--- src/rtl/seq_det_pkg.sv ---
// Shared types and helpers for the programmable serial pattern detector.
// len_mask returns a wide mask; callers size-cast it down to their pattern width.
package seq_det_pkg;

    typedef enum logic [1:0] {
        IDLE  = 2'b00,
        FILL  = 2'b01,
        HUNT  = 2'b10,
        MATCH = 2'b11
    } state_t;

    localparam int MASK_W = 64;

    function automatic logic [MASK_W-1:0] len_mask(input logic [31:0] len);
        logic [MASK_W-1:0] m;
        m = '0;
        for (int i = 0; i < MASK_W; i++) begin
            m[i] = (32'(i) < len);
        end
        return m;
    endfunction

    function automatic logic [31:0] sat_len(input logic [31:0] len, input logic [31:0] max_len);
        return (len > max_len) ? max_len : len;
    endfunction

endpackage

--- src/rtl/seq_det_shift_hist.sv ---
// Serial history shift register with a fill counter that saturates at MAX_LEN.
// restart zeroes the fill count while still shifting in the current bit.
module seq_det_shift_hist
    import seq_det_pkg::*;
#(
    parameter int MAX_LEN = 8
) (
    input  logic                             clk,
    input  logic                             reset_n,
    input  logic                             shift_en,
    input  logic                             clr,
    input  logic                             restart,
    input  logic                             data_in,
    output logic [MAX_LEN-1:0]               hist,
    output logic [$clog2(MAX_LEN+1)-1:0]     fill_cnt,
    output logic [MAX_LEN-1:0]               hist_next,
    output logic [$clog2(MAX_LEN+1)-1:0]     fill_next
);
    localparam int FILL_W = $clog2(MAX_LEN+1);
    localparam logic [FILL_W-1:0] FULL = FILL_W'(MAX_LEN);

    always_comb begin
        hist_next = {hist[MAX_LEN-2:0], data_in};
        fill_next = (fill_cnt == FULL) ? fill_cnt : fill_cnt + FILL_W'(1);
    end

    always_ff @(posedge clk or negedge reset_n) begin
        if (!reset_n) begin
            hist     <= '0;
            fill_cnt <= '0;
        end else if (clr) begin
            hist     <= '0;
            fill_cnt <= '0;
        end else if (shift_en) begin
            hist     <= hist_next;
            fill_cnt <= restart ? '0 : fill_next;
        end
    end

endmodule

--- src/rtl/sequence_detector_prog.sv ---
// Runtime-programmable serial pattern detector with overlap mode and a saturating match counter.
// Reset defaults behave as the legacy non-overlapping "0110" detector.
module sequence_detector_prog
    import seq_det_pkg::*;
#(
    parameter int                 MAX_LEN     = 8,
    parameter int                 CNT_W       = 16,
    parameter logic [MAX_LEN-1:0] DEF_PATTERN = MAX_LEN'(8'b0000_0110),
    parameter int                 DEF_LEN     = 4,
    parameter logic               DEF_OVERLAP = 1'b0
) (
    input  logic                           clk,
    input  logic                           reset_n,
    input  logic                           cfg_load,
    input  logic [MAX_LEN-1:0]             cfg_pattern,
    input  logic [$clog2(MAX_LEN+1)-1:0]   cfg_len,
    input  logic                           cfg_overlap,
    input  logic                           clear_count,
    input  logic                           valid_in,
    input  logic                           data_in,
    output logic                           detected,
    output logic [CNT_W-1:0]               match_count,
    output logic [1:0]                     state_o
);
    localparam int LEN_W = $clog2(MAX_LEN+1);
    localparam logic [LEN_W-1:0] DEF_LEN_SAT = LEN_W'(sat_len(32'(DEF_LEN), 32'(MAX_LEN)));

    logic [MAX_LEN-1:0] pattern_q;
    logic [LEN_W-1:0]   len_q;
    logic               overlap_q;
    state_t             state;

    logic [MAX_LEN-1:0] hist;
    logic [MAX_LEN-1:0] hist_next;
    logic [MAX_LEN-1:0] mask;
    logic [LEN_W-1:0]   fill_cnt;
    logic [LEN_W-1:0]   fill_next;
    logic [LEN_W-1:0]   cfg_len_sat;
    logic               beat;
    logic               hit;
    logic               restart;

    // A config load swallows any same-cycle data beat.
    assign beat        = valid_in & ~cfg_load;
    assign cfg_len_sat = LEN_W'(sat_len(32'(cfg_len), 32'(MAX_LEN)));
    assign mask        = MAX_LEN'(len_mask(32'(len_q)));
    assign hit         = beat && (len_q != '0) && (fill_next >= len_q) &&
                         (((hist_next ^ pattern_q) & mask) == '0);
    assign restart     = hit & ~overlap_q;
    assign state_o     = state;

    always_ff @(posedge clk or negedge reset_n) begin
        if (!reset_n) begin
            pattern_q <= DEF_PATTERN;
            len_q     <= DEF_LEN_SAT;
            overlap_q <= DEF_OVERLAP;
        end else if (cfg_load) begin
            pattern_q <= cfg_pattern;
            len_q     <= cfg_len_sat;
            overlap_q <= cfg_overlap;
        end
    end

    seq_det_shift_hist #(
        .MAX_LEN (MAX_LEN)
    ) u_hist (
        .clk       (clk),
        .reset_n   (reset_n),
        .shift_en  (beat),
        .clr       (cfg_load),
        .restart   (restart),
        .data_in   (data_in),
        .hist      (hist),
        .fill_cnt  (fill_cnt),
        .hist_next (hist_next),
        .fill_next (fill_next)
    );

    // IDLE after reset still hunts when the default length is nonzero.
    always_ff @(posedge clk or negedge reset_n) begin
        if (!reset_n) begin
            state    <= IDLE;
            detected <= 1'b0;
        end else if (cfg_load) begin
            state    <= (cfg_len_sat == '0) ? IDLE : FILL;
            detected <= 1'b0;
        end else if (len_q == '0) begin
            state    <= IDLE;
            detected <= 1'b0;
        end else if (hit) begin
            state    <= MATCH;
            detected <= 1'b1;
        end else begin
            detected <= 1'b0;
            if (beat) begin
                state <= (fill_next >= len_q) ? HUNT : FILL;
            end else if (state == MATCH) begin
                state <= (fill_cnt >= len_q) ? HUNT : FILL;
            end
        end
    end

    always_ff @(posedge clk or negedge reset_n) begin
        if (!reset_n) begin
            match_count <= '0;
        end else if (clear_count) begin
            match_count <= '0;
        end else if (detected && (match_count != '1)) begin
            match_count <= match_count + CNT_W'(1);
        end
    end

endmodule

--- config.mk ---
export PLATFORM = sky130hd
export DESIGN_NAME = sequence_detector_prog
export DESIGN_NICKNAME = d
export VERILOG_FILES = /design/src/rtl/seq_det_pkg.sv /design/src/rtl/seq_det_shift_hist.sv /design/src/rtl/sequence_detector_prog.sv
export SDC_FILE = /design/constraint.sdc
export NUM_CORES = 1
export LEC_CHECK = 0
export CAP_MARGIN = 20
export CORE_MARGIN = 4
export CORE_UTILIZATION = 49
export CTS_CLUSTER_DIAMETER = 30
export DETAILED_ROUTE_END_ITERATION = 8
export GPL_ROUTABILITY_DRIVEN = 1
export GPL_TIMING_DRIVEN = 0
export PLACE_DENSITY = 0.76
export SYNTH_ARGS = -nofsm -noshare
export SYNTH_HDL_FRONTEND = slang
export SYNTH_HIERARCHICAL = 1
export SYNTH_SLANG_ARGS = --single-unit
--- constraint.sdc ---
create_clock -name clk -period 2.7 [get_ports clk]
set_clock_uncertainty 0.2 [all_clocks]
set_input_delay 0.81 -clock clk [delete_from_list [all_inputs] [get_ports clk]]
set_output_delay 0.81 -clock clk [all_outputs]
set_load 0.02 [all_outputs]
==> impl_metrics.env <==
export IMPL_r2r_start="u_hist/fill_cnt[1]"
export IMPL_final_max_slew_viol_count=0
export IMPL_yosys_warnings=6
export IMPL_netlist_area_sq_um=2520
export IMPL_place_inst=355
export IMPL_required_ns=2.71
export IMPL_cts_hold_buf=0
export IMPL_global_route_usage_total_pct=17.7
export IMPL_ios=38
export IMPL_clockBufferDepth=2
export IMPL_cp_max_fo=6
export IMPL_nets=332
export IMPL_grt_max_degree=38
export IMPL_slew_headroom_pct=43.2
export IMPL_setup_violations=1
export IMPL_firstDrtPassIters=4
export IMPL_area_growth_syn_to_layout_pct=27.9
export IMPL_grt_setup_unrepaired="yes"
export IMPL_routedWlPerCell_microns=14.7
export IMPL_tightest_slew_ns=0.844
export IMPL_dieHeight_microns=79.7
export IMPL_cp_startpoint="u_hist/fill_cnt[1]"
export IMPL_grt_pass1_vias=2008
export IMPL_max_cap_violations=0
export IMPL_gp_congestion=0.846
export IMPL_dp_slack_ns=-0.602
export IMPL_worstSetupEndpointType="flop"
export IMPL_stdcell_count=370
export IMPL_die_area_sq_um=6350
export IMPL_critPathCapture="u_hist/fill_cnt[0]"
export IMPL_hpwl_microns=3870
export IMPL_drt_initial_drc_count=53
export IMPL_num_fill_cells=381
export IMPL_reg2reg_depth=13
export IMPL_fin_tns_setup_ns=-0.0336
export IMPL_worstSetupStartpointType="flop"
export IMPL_design_area_sq_um=3220
export IMPL_drc=0
export IMPL_place_area_sq_um=2980
export IMPL_synthCells=251
export IMPL_diodes=0
export IMPL_crit_type="reg -> reg"
export IMPL_cts_root_buf="clkbuf_8"
export IMPL_antenna_found_initial=0
export IMPL_die_width_microns=79.7
export IMPL_status="finished, violations left"
export IMPL_initial_utilization_pct=51.9
export IMPL_overflow=0
export IMPL_clkLatencyLatePin_ns=0.29
export IMPL_grt_pass1_wl_microns=8920
export IMPL_cts_buffers=5
export IMPL_viasPerCell=5.56
export IMPL_cts_tree="yes"
export IMPL_final_period_utilization_pct=101
export IMPL_leakagePower_uw=0.00133
export IMPL_ant_nets=0
export IMPL_layout_drive_gt1_share_pct=21.8
export IMPL_via_count=2057
export IMPL_r2r_setup_slack_ns=-0.03
export IMPL_fp_coreArea_sq_um=4850
export IMPL_post_route_min_period_ns=2.73
export IMPL_r2r_end="u_hist/fill_cnt[0]"
export IMPL_port_buffer_count=36
export IMPL_fmax_ghz=0.366
export IMPL_synthesis_nets=281
export IMPL_path_clk_slew_ns=0.08
export IMPL_arrival_ns=2.74
export IMPL_violations="setup timing"
export IMPL_cts_sinks=43
export IMPL_layout_setup_ws_ns=-0.0336
export IMPL_hold_class="in -> async"
export IMPL_irDropWorstVdd_mv=0.326
export IMPL_p_per_area_nw_per_um2=432
export IMPL_rows=25
export IMPL_htree_levels=2
export IMPL_hold_violations=0
export IMPL_wirelength_microns=5460
export IMPL_final_util_pct=66.4
export IMPL_avgSynthCellArea_sq_um=10.0
-- routing by layer --
metal | vias up | global-route usage (%) | share of wire [%]
li1 | 993 | - | -
met1 | 991 | 22.1 | 45
met2 | 62 | 29.7 | 49
met3 | 11 | 3.39 | 4.8
met4 | 0 | 7.39 | 1.7
met5 | - | 0 | 0
-- where the power goes --
part	switching, uW	total, uW	internal, uW	leakage [uW]
sequential	25.4	697	672	0.000564
clock	210	487	277	0.0000524
combinational	104	207	102	0.000718
total	340	1390	1050	0.00133
-- what timing repair did --
| action | CTS | global route |
|---|---|---|
| endpoints found under the setup margin | 4 | 4 |
| endpoints found under the hold margin | 0 | 0 |
| pin swaps | 5 | 7 |
| cloned | 0 | 0 |
| buffers inserted | 6 | 2 |
| gates resized for setup | 8 | 17 |
-- worst max-delay path, stage by stage (launching register included) --
cell and delay [ns]:
dfrtp_2 0.41, inv_1 0.09, ha_4 0.13, and3b_2 0.20, xnor2_1 0.12, inv_1 0.06, ha_1 0.31, o21ai_2 0.13
a21oi_2 0.09, o21ai_2 0.19, nor3_4 0.09, nand2b_4 0.15, or3_1 0.31, a31oi_1 0.18
-- state kept, by name, indices dropped and copies added, names as in the netlist --
register and count:
match_count 16, pattern_q 8, u_hist/hist 7, len_q 4, u_hist/fill_cnt 4, state_o 2, detected 1, overlap_q 1
-- through the flow --
step / power, uW / hold WS, ns
floorplan: 805 / 0.282
global placement: 878 / 0.306
detailed placement: 884 / 0.319
CTS: 1380 / 0.144
global route: 1460 / 0.141
finish: 1390 / 0.146
-- cell usage in the layout (no fill, tap or decap), types with 4 or more instances in the layout --
cell             count
o211ai_1             4
mux2_2               9
nand2_1             10
nand4_1              5
clkdlybuf4s50_1     34
ha_1                 9
xor2_1              13
clkbuf_8             5
a31oi_1              4
nor3_1               4
o21ai_0              8
a21oi_1              4
nor3b_1              4
nand3_1              6
nand3b_1             5
buf_4               15
dfrtp_1             38
inv_1               13
clkbuf_1             6
xnor2_1              7
nor2_1              25
mux2i_1              9
-- final cells by class --
type / count / area [sq um] / area share, %
Clock buffer: 7 / 76.3 / 2.37
Sequential cell: 43 / 1080 / 33.6
Inverter: 14 / 52.6 / 1.63
Timing Repair Buffer: 44 / 427 / 13.2
Multi-Input combinational cell: 177 / 1360 / 42.3
Clock inverter: 1 / 30.0 / 0.932
Tap cell: 67 / 83.8 / 2.60
Buffer: 17 / 105 / 3.26
-- worst min path at each step --
stage	to	depth (start not counted)
finish	match_count[10]	1
global route	match_count[10]	1
CTS	match_count[10]	1
detailed placement	u_hist/hist[6]	2
global placement	u_hist/hist[6]	2
floorplan	overlap_q	1
Power figures use the tool's default switching activity.
